$ cat config.mk
export PLATFORM = sky130hd
export DESIGN_NAME = normalizer_mul_pipe
export DESIGN_NICKNAME = d
export VERILOG_FILES = /design/src/rtl/normalizer_mul_pipe.sv
export SDC_FILE = /design/constraint.sdc
export NUM_CORES = 1
export LEC_CHECK = 0
export BUFFER_PORTS_ARGS = -buffer_cell sky130_fd_sc_hd__buf_2
export CAP_MARGIN = 20
export CORE_ASPECT_RATIO = 1.5
export CORE_MARGIN = 2
export CORE_UTILIZATION = 45
export DETAILED_ROUTE_END_ITERATION = 6
export PLACE_DENSITY_LB_ADDON = 0.08
export SLEW_MARGIN = 20
export SYNTH_ARGS = -nofsm -noshare
export SYNTH_HDL_FRONTEND = slang
export SYNTH_SLANG_ARGS = --single-unit
$ cat constraint.sdc
create_clock -name clk -period 16.9 [get_ports clk]
set_clock_uncertainty 0.05 [all_clocks]
set_input_delay 2.535 -clock clk [delete_from_list [all_inputs] [get_ports clk]]
set_output_delay 2.535 -clock clk [all_outputs]
set_load 0.02 [all_outputs]
$ cat src/rtl/normalizer_mul_pipe.sv
// rtl/normalizer_mul_pipe.sv - two-stage elastic unpack/normalize front end for an FP multiplier
module normalizer_mul_pipe #(
    parameter int EXP_W = 8,
    parameter int MAN_W = 23,
    parameter int BIAS  = 127,
    localparam int W    = 1 + EXP_W + MAN_W,
    localparam int SH_W = $clog2(MAN_W + 1)
) (
    input  logic                    clk,
    input  logic                    rst_n,
    input  logic                    in_valid,
    output logic                    in_ready,
    input  logic [W-1:0]            op_a,
    input  logic [W-1:0]            op_b,
    output logic                    out_valid,
    input  logic                    out_ready,
    output logic [MAN_W:0]          a_man_norm,
    output logic [MAN_W:0]          b_man_norm,
    output logic [SH_W-1:0]         a_shift,
    output logic [SH_W-1:0]         b_shift,
    output logic signed [EXP_W+1:0] exp_sum,
    output logic                    result_sign,
    output logic                    is_zero,
    output logic                    is_inf,
    output logic                    is_nan
);

    // Leading-zero count; an all-zero significand reports 0 so it is left unshifted.
    function automatic logic [SH_W-1:0] lzc(input logic [MAN_W:0] sig);
        logic [SH_W-1:0] cnt;
        logic            found;
        cnt   = '0;
        found = 1'b0;
        for (int i = MAN_W; i >= 0; i--) begin
            if (!found) begin
                if (sig[i]) found = 1'b1;
                else        cnt   = cnt + SH_W'(1);
            end
        end
        return found ? cnt : '0;
    endfunction

    // Stage 1: unpacked fields and per-operand class bits {nan, inf, zero}
    logic               s1_valid_q, s1_valid_d;
    logic               s1_sign_q, s1_sign_d;
    logic [EXP_W-1:0]   s1_ea_q, s1_ea_d, s1_eb_q, s1_eb_d;
    logic [MAN_W:0]     s1_sig_a_q, s1_sig_a_d, s1_sig_b_q, s1_sig_b_d;
    logic [2:0]         s1_cls_a_q, s1_cls_a_d, s1_cls_b_q, s1_cls_b_d;

    // Stage 2: normalized results, which are the block outputs
    logic                    s2_valid_q, s2_valid_d;
    logic [MAN_W:0]          s2_norm_a_q, s2_norm_a_d, s2_norm_b_q, s2_norm_b_d;
    logic [SH_W-1:0]         s2_sh_a_q, s2_sh_a_d, s2_sh_b_q, s2_sh_b_d;
    logic signed [EXP_W+1:0] s2_exp_q, s2_exp_d;
    logic                    s2_sign_q, s2_sign_d;
    logic [2:0]              s2_flags_q, s2_flags_d;

    logic s2_can_take;
    logic s1_load;
    logic s2_load;

    // Handshake: S2 can accept whenever it is empty or draining this cycle
    always_comb begin
        s2_can_take = !s2_valid_q || out_ready;
        in_ready    = rst_n && (!s1_valid_q || s2_can_take);
        s1_load     = in_valid && in_ready;
        s2_load     = s1_valid_q && s2_can_take;
    end

    // Stage 1 next state: unpack, build significands, classify operands
    always_comb begin
        logic [EXP_W-1:0] ea, eb;
        logic [MAN_W-1:0] ma, mb;
        s1_valid_d = s1_load ? 1'b1 : (s2_load ? 1'b0 : s1_valid_q);
        s1_sign_d  = s1_sign_q;
        s1_ea_d    = s1_ea_q;
        s1_eb_d    = s1_eb_q;
        s1_sig_a_d = s1_sig_a_q;
        s1_sig_b_d = s1_sig_b_q;
        s1_cls_a_d = s1_cls_a_q;
        s1_cls_b_d = s1_cls_b_q;
        ea = op_a[W-2 -: EXP_W];
        eb = op_b[W-2 -: EXP_W];
        ma = op_a[MAN_W-1:0];
        mb = op_b[MAN_W-1:0];
        if (s1_load) begin
            s1_sign_d  = op_a[W-1] ^ op_b[W-1];
            s1_ea_d    = (ea == '0) ? EXP_W'(1) : ea;
            s1_eb_d    = (eb == '0) ? EXP_W'(1) : eb;
            s1_sig_a_d = {(ea != '0), ma};
            s1_sig_b_d = {(eb != '0), mb};
            s1_cls_a_d = {(&ea) && (|ma), (&ea) && !(|ma), (ea == '0) && !(|ma)};
            s1_cls_b_d = {(&eb) && (|mb), (&eb) && !(|mb), (eb == '0) && !(|mb)};
        end
    end

    // Stage 2 next state: normalize significands, sum exponents, resolve specials
    always_comb begin
        logic nan, inf, zero;
        s2_valid_d  = s2_load ? 1'b1 : (out_ready ? 1'b0 : s2_valid_q);
        s2_norm_a_d = s2_norm_a_q;
        s2_norm_b_d = s2_norm_b_q;
        s2_sh_a_d   = s2_sh_a_q;
        s2_sh_b_d   = s2_sh_b_q;
        s2_exp_d    = s2_exp_q;
        s2_sign_d   = s2_sign_q;
        s2_flags_d  = s2_flags_q;
        nan  = s1_cls_a_q[2] || s1_cls_b_q[2] ||
               (s1_cls_a_q[1] && s1_cls_b_q[0]) || (s1_cls_b_q[1] && s1_cls_a_q[0]);
        inf  = (s1_cls_a_q[1] || s1_cls_b_q[1]) && !nan;
        zero = (s1_cls_a_q[0] || s1_cls_b_q[0]) && !nan && !inf;
        if (s2_load) begin
            s2_sh_a_d   = lzc(s1_sig_a_q);
            s2_sh_b_d   = lzc(s1_sig_b_q);
            s2_norm_a_d = s1_sig_a_q << s2_sh_a_d;
            s2_norm_b_d = s1_sig_b_q << s2_sh_b_d;
            s2_exp_d    = $signed({2'b00, s1_ea_q}) + $signed({2'b00, s1_eb_q})
                          - $signed((EXP_W+2)'(BIAS));
            s2_sign_d   = s1_sign_q;
            s2_flags_d  = {zero, inf, nan};
        end
    end

    // Pipeline registers; reset empties both stages and zeroes the outputs
    always_ff @(posedge clk or negedge rst_n) begin
        if (!rst_n) begin
            s1_valid_q  <= 1'b0;
            s1_sign_q   <= 1'b0;
            s1_ea_q     <= '0;
            s1_eb_q     <= '0;
            s1_sig_a_q  <= '0;
            s1_sig_b_q  <= '0;
            s1_cls_a_q  <= '0;
            s1_cls_b_q  <= '0;
            s2_valid_q  <= 1'b0;
            s2_norm_a_q <= '0;
            s2_norm_b_q <= '0;
            s2_sh_a_q   <= '0;
            s2_sh_b_q   <= '0;
            s2_exp_q    <= '0;
            s2_sign_q   <= 1'b0;
            s2_flags_q  <= '0;
        end else begin
            s1_valid_q  <= s1_valid_d;
            s1_sign_q   <= s1_sign_d;
            s1_ea_q     <= s1_ea_d;
            s1_eb_q     <= s1_eb_d;
            s1_sig_a_q  <= s1_sig_a_d;
            s1_sig_b_q  <= s1_sig_b_d;
            s1_cls_a_q  <= s1_cls_a_d;
            s1_cls_b_q  <= s1_cls_b_d;
            s2_valid_q  <= s2_valid_d;
            s2_norm_a_q <= s2_norm_a_d;
            s2_norm_b_q <= s2_norm_b_d;
            s2_sh_a_q   <= s2_sh_a_d;
            s2_sh_b_q   <= s2_sh_b_d;
            s2_exp_q    <= s2_exp_d;
            s2_sign_q   <= s2_sign_d;
            s2_flags_q  <= s2_flags_d;
        end
    end

    assign out_valid   = s2_valid_q;
    assign a_man_norm  = s2_norm_a_q;
    assign b_man_norm  = s2_norm_b_q;
    assign a_shift     = s2_sh_a_q;
    assign b_shift     = s2_sh_b_q;
    assign exp_sum     = s2_exp_q;
    assign result_sign = s2_sign_q;
    assign is_zero     = s2_flags_q[2];
    assign is_inf      = s2_flags_q[1];
    assign is_nan      = s2_flags_q[0];

endmodule

After elaboration in Yosys (flattened, before gate mapping)
Index checks and enable logic that the tools add are counted.
{"block": "word_totals", "input_bits": 68, "out_inout_bits": 74, "wordCells": 396, "ff_bits": 145}
{"block": "classes", "n_mux": 292, "addsub": 48, "bitwise": 1, "shift": 2, "n_reduce_logical": 37}
{"operator": "$mux 5", "count": 142}
{"operator": "$add 5x1->5 const B", "count": 46}
{"operator": "$mux 1", "count": 148}
{"operator": "$shl 24x5->24", "count": 2}
{"operator": "$reduce_or 23->1", "count": 2}
{"operator": "$logic_not 8->1", "count": 2}
{"operator": "$mux 8", "count": 2}
{"operator": "$reduce_and 8->1", "count": 2}
{"operator": "$reduce_bool 8->1", "count": 2}
{"operator": "$logic_and 1x1->1", "count": 14}
{"operator": "$sub 9x7->10 const B", "count": 1}
{"operator": "$add 8x8->9", "count": 1}
{"operator": "$logic_or 1x1->1", "count": 7}
{"operator": "$logic_not 1->1", "count": 6}
{"operator": "$reduce_bool 2->1", "count": 2}
{"operator": "$xor 1x1->1", "count": 1}

Depth between registers and ports, before layout
{"block": "logic_depth", "depth_word": 98, "depth_mapped": 81, "ltp_nobuf": 79}

Least setup slack after synthesis
Ideal clock, no wire load.
{"block": "synth_timing", "path_kind": "register -> register", "start": "register s1_sig_b_q[21]", "end": "register s2_norm_b_q[19] (netlist: b_man_norm[19])", "stages_incl_launch_ff": 75, "period_less_slack_ns": 14.487, "arrival_time_ns": 14.319, "setup_ns": 0.118, "path_buffers": 2, "required_ns": 16.732, "setup_slack_ns": 2.413, "path_cell_list": "dfrtp_1 clkbuf_1 or4_4 and2_1 ha_1 o21ai_0 nand2_1 nand2_1 inv_1 ha_1 nand2_1 o21ai_0 ha_1 nand2_1 a31oi_1 ha_1 mux2i_1 o21ai_0 (+39 left out) nor2_1 a21oi_1 inv_1 ha_1 o21a_1 ha_1 mux2_2 ha_1 nor2b_1 maj3_1 nand2_1 mux2i_1 o22ai_1 xor2_1 nor3_1 buf_2 a32o_1 a21o_1"}
{"block": "synth_between", "elab_chain_cells": 89, "elab_cells_between_ends": 134, "cone_classes": "add/sub: 21; shift: 1; mux: 112"}
{"element": "start: declaration", "line_no": "47", "rtl": "logic [MAN_W:0] s1_sig_a_q, s1_sig_a_d, s1_sig_b_q, s1_sig_b_d;"}
{"element": "start signal: assignment", "line_no": "149", "rtl": "s1_sig_b_q <= s1_sig_b_d;"}
{"element": "$mux 5", "line_no": "36", "rtl": "if (sig[i]) found = 1'b1;"}
{"element": "$mux 5", "line_no": "35", "rtl": "if (!found) begin"}
{"element": "$mux 5", "line_no": "112", "rtl": "if (s2_load) begin"}
{"element": "$add 5x1->5", "line_no": "37", "rtl": "else cnt = cnt + SH_W'(1);"}
{"element": "$mux 5", "line_no": "36"}
{"element": "$mux 5", "line_no": "35"}
{"element": "$mux 5", "line_no": "112"}
{"element": "$add 5x1->5", "line_no": "37"}
{"element": "(+73 left out)"}
{"element": "$mux 5", "line_no": "35"}
{"element": "$mux 5", "line_no": "112"}
{"element": "$add 5x1->5", "line_no": "37"}
{"element": "$mux 5", "line_no": "36"}
{"element": "$mux 5", "line_no": "35"}
{"element": "$mux 5", "line_no": "112"}
{"element": "$mux 5", "line_no": "40", "rtl": "return found ? cnt : '0;"}
{"element": "$shl 24x5->24 (*)", "line_no": "116", "rtl": "s2_norm_b_d = s1_sig_b_q << s2_sh_b_d;"}
{"element": "end signal: assignment", "line_no": "154", "rtl": "s2_norm_b_q <= s2_norm_b_d;"}
{"element": "end: declaration", "line_no": "52", "rtl": "logic [MAN_W:0] s2_norm_a_q, s2_norm_a_d, s2_norm_b_q, s2_norm_b_d;"}
Mark *: on every way between the ends. The rest lies on a longest branch, timed or not. The select of a mux whose other input is x is not followed.
A chain may end at the register's enable or synchronous reset.

Worst setup path in the final report
{"block": "layout_timing", "start": "register s1_sig_b_q[23]", "end": "register s2_norm_b_q[14] (netlist: b_man_norm[14])"}
{"block": "layout_between", "elab_chain_cells": 96, "elab_cells_between_ends": 144, "cone_classes": "add/sub: 23; shift: 1; mux: 120"}
{"element": "$mux 1", "line_no": "36"}
{"element": "$mux 5", "line_no": "112"}
{"element": "$add 5x1->5", "line_no": "37"}
{"element": "$mux 5", "line_no": "36"}
{"element": "$mux 5", "line_no": "35"}
{"element": "$mux 5", "line_no": "112"}
{"element": "$add 5x1->5", "line_no": "37"}
{"element": "$mux 5", "line_no": "36"}
{"element": "(+80 left out)"}
{"element": "$mux 5", "line_no": "35"}
{"element": "$mux 5", "line_no": "112"}
{"element": "$add 5x1->5", "line_no": "37"}
{"element": "$mux 5", "line_no": "36"}
{"element": "$mux 5", "line_no": "35"}
{"element": "$mux 5", "line_no": "112"}
{"element": "$mux 5", "line_no": "40"}
{"element": "$shl 24x5->24 (*)", "line_no": "116"}
Marks and branches as above.

==> run summary <==
RSZ-0062 raised after global routing: false
Synth top area share: 28.8%
slowest stage delay, CP: 630 ps
Total GRT Usage: 27.2%
Syn Nets: 1,729
Critical-path top delay cell: or4_4
Leak: 0.00685 uW
CP endpoint kind: flip-flop
DP HPWL: 30,200 um
kind of critical path: flip-flop to flip-flop
final setup vio count: 0
grt ovf: 0
Core Rows: 75
DIE AREA: 0.0294 sq mm
f_max: 63.3 MHz
CP arrival: 16,150 ps
setup_tns: 0 ps
syn_area_per_cell: 7.85 sq um
register area share after synthesis: 28.8%
Reg clk slew, reported paths: 60 ps
number of global-route vias before repair: 11,807
top_reg_cell synth: dfrtp_1
Final min period: 15,810 ps
largest area contributor in the synthesized netlist: dfrtp_1
antenna viol nets, final: 0
Sink Count: 145
most frequent CP cell: ha_1
initial antenna violation count: 1
DRC: 0
nature of the critical path startpoint: flip-flop
Top Ports: 142
core area: 0.0278 sq mm
CTS root buf: clkbuf_16
area grow syn2layout: 12.1%
status: finished, final reports clean
Placement Cell Area: 0.0134 sq mm
Slew Limit Fails: 0
max_slew headroom: 27.0%
Pwr per Cell Area: 87.1 mW/mm^2
drt via density: 5.86
final hold viol count: 0
fill count: 2,809
maximum clock path buffer count: 2
post-layout net count: 1,803
layout cells sized above 1: 15.7%
Worst Hold Class: flip-flop to flip-flop
register bit total from synthesis: 145
worst slew pin tran: 1090 ps
area occupied by multi-input gates: 0.00845 sq mm
pre-CTS WS: 634 ps
share of flip-flops with an asynchronous set or reset: 100%
GP Congestion: 0.910
global-route wire length before repair: 63,200 um
Tcrit/Tclk final: 93.5%
post-layout instance area: 0.0141 sq mm
DR WL/cell: 19.3 um
max cap viols: 0
worst path required time: 17,240 ps
Die X: 141 um
TritonRoute pass-1 iters: 5
storage element area: 0.00363 sq mm
Num CTS Buffers: 17
largest net degree at the start of global routing: 76
Iteration-0 DRC Markers: 775
height of the die: 209 um
Mapped Cells: 1,604
Unique masters post-synth: 90
Peak VDD IR: 75.4 uV
Port Buffers: 141
final std cells w/o fill: 2,038
Area contributors post-synth: dfrtp_1 (29%), nand2_1 (11%), mux2i_1 (6.6%)
CTS H-tree lvls: 4
Power, Total: 1230 uW
CTS tree: built
# hold bufs at CTS: 0
Routed WL: 39,400 um
Starting Density: 45.3%
yosys warns: 0
Post-Syn Area: 0.0126 sq mm
number of flops mapped to enable cells by yosys: 0
via count: 11,948
Worst-Skew Late Latency: 460 ps
crit-path max FO: 16
placed cells: 2,003
final setup margin: 1090 ps
-- sequential cells by signal, summed over array words and instances (netlist names), 3 cells and up --
signal / count
b_shift: 5
exp_sum: 10
s1_ea_q: 8
a_man_norm: 24
s1_cls_a_q: 3
s1_eb_q: 8
b_man_norm: 24
a_shift: 5
s1_cls_b_q: 3
s1_sig_b_q: 24
s1_sig_a_q: 24
s2_flags_q: 3
-- critical path, delay by kind of cell (launching register included) --
| family | cells | cell delay [ps] |
|---|---|---|
| DFF | 1 | 470 |
| buffers and inverters | 3 | 330 |
| adders and majority gates | 21 | 6240 |
| muxes | 14 | 2800 |
| and+or+nand+nor | 15 | 1710 |
| xor gates and xnor gates | 1 | 290 |
| AOI/OAI and AO/OA | 19 | 3770 |
-- synth_stat cells, types with 9 or more instances --
library cell and instances:
xnor2_1 40, a21oi_1 69, or3_1 10, mux2_2 22, a31oi_1 15, o211ai_1 13
clkbuf_1 76, and2_1 12, xnor2_2 9, xor2_1 26, dfrtp_1 145, ha_1 56
buf_2 17, nand2_1 356, and3_1 13, nand2b_1 18, a21o_1 23, a22oi_1 12
nor2b_1 28, o21ai_1 16, nor2_1 122, nor4_1 19, inv_1 38, mux2i_1 83
nand4_1 14, o21ai_0 95, o21a_1 11, a22o_1 17, nor3_1 47, nand3_1 32
-- placed cells by master (no fill, tap or decap), drive strengths merged, types with 19 or more instances in the layout --
| cell | instances |
|---|---|
| nand2 | 356 |
| buf | 158 |
| dfrtp | 145 |
| nor2 | 127 |
| o21ai | 112 |
| mux2i | 83 |
| a21oi | 69 |
| ha | 56 |
| nor3 | 50 |
| xnor2 | 50 |
| inv | 40 |
| nand3 | 33 |
| nor2b | 28 |
| xor2 | 26 |
| mux2 | 26 |
| a21o | 23 |
| nor4 | 23 |
| nand2b | 19 |
| clkbuf | 19 |
-- repair_timing --
item,4_1_cts,5_1_grt
setup endpoints to repair,0,24
resized for setup,0,8
buffers inserted,0,1
-- through the flow --
step	utilization [%]	hold WS [ps]
2_1_floorplan	-	389
3_3_place_gp	48.4	407
3_5_place_dp	48.4	415
4_1_cts	50.6	429
5_1_grt	50.8	452
6_report	50.8	426
-- kinds of logic (layout without fill, tap and decap cells) --
kind of cell | after synthesis | after routing | synth area share [%]
other | 0 | 1 | 0
muxes | 109 | 109 | 8.95
buffers and inverters | 142 | 229 | 4.49
xor gates and xnor gates | 82 | 82 | 7.05
AOI/OAI and AO/OA | 353 | 353 | 18.5
and+or+nand+nor | 708 | 708 | 25.8
adders and majority gates | 65 | 65 | 6.37
DFF | 145 | 145 | 28.8
-- cell type report --
| class | count | share of cell area (%) |
|---|---|---|
| clock buffer | 19 | 3.14 |
| inverter | 39 | 1.04 |
| tap | 346 | 3.07 |
| clock inverter | 13 | 1.14 |
| sequential | 145 | 25.7 |
| antenna | 1 | 0.0177 |
| multi-input combinational | 1317 | 59.9 |
| timing repair buffer | 158 | 5.98 |
-- power by group --
part | switching, uW | internal (uW)
clock network | 163 | 236
logic | 207 | 127
registers | 82.0 | 413
total | 453 | 776
-- final timing paths --
| kind | endpoint | startpoint | cells past startpoint | slack (ps) |
|---|---|---|---|---|
| worst max register to register | b_man_norm[14] | s1_sig_b_q[23] | 73 | 1090 |
| worst max-delay path | b_man_norm[14] | s1_sig_b_q[23] | 73 | 1090 |
| worst min-delay path | a_shift[2] | a_shift[2] | 2 | 430 |
| max in group asynchronous | a_shift[2] | rst_n | 2 | 13270 |
| min in group asynchronous | s1_eb_q[7] | rst_n | 1 | 2060 |
| worst min register to register | a_shift[2] | a_shift[2] | 2 | 430 |
-- layer usage --
layer	wire (um)	GRT usage (%)	part of all wire [%]
met3	1150	2.52	2.9
met4	1380	11.4	3.5
met2	22000	52.8	56
met5	0	0	0
met1	14900	29.7	38
(Power assumes the default switching activity.)
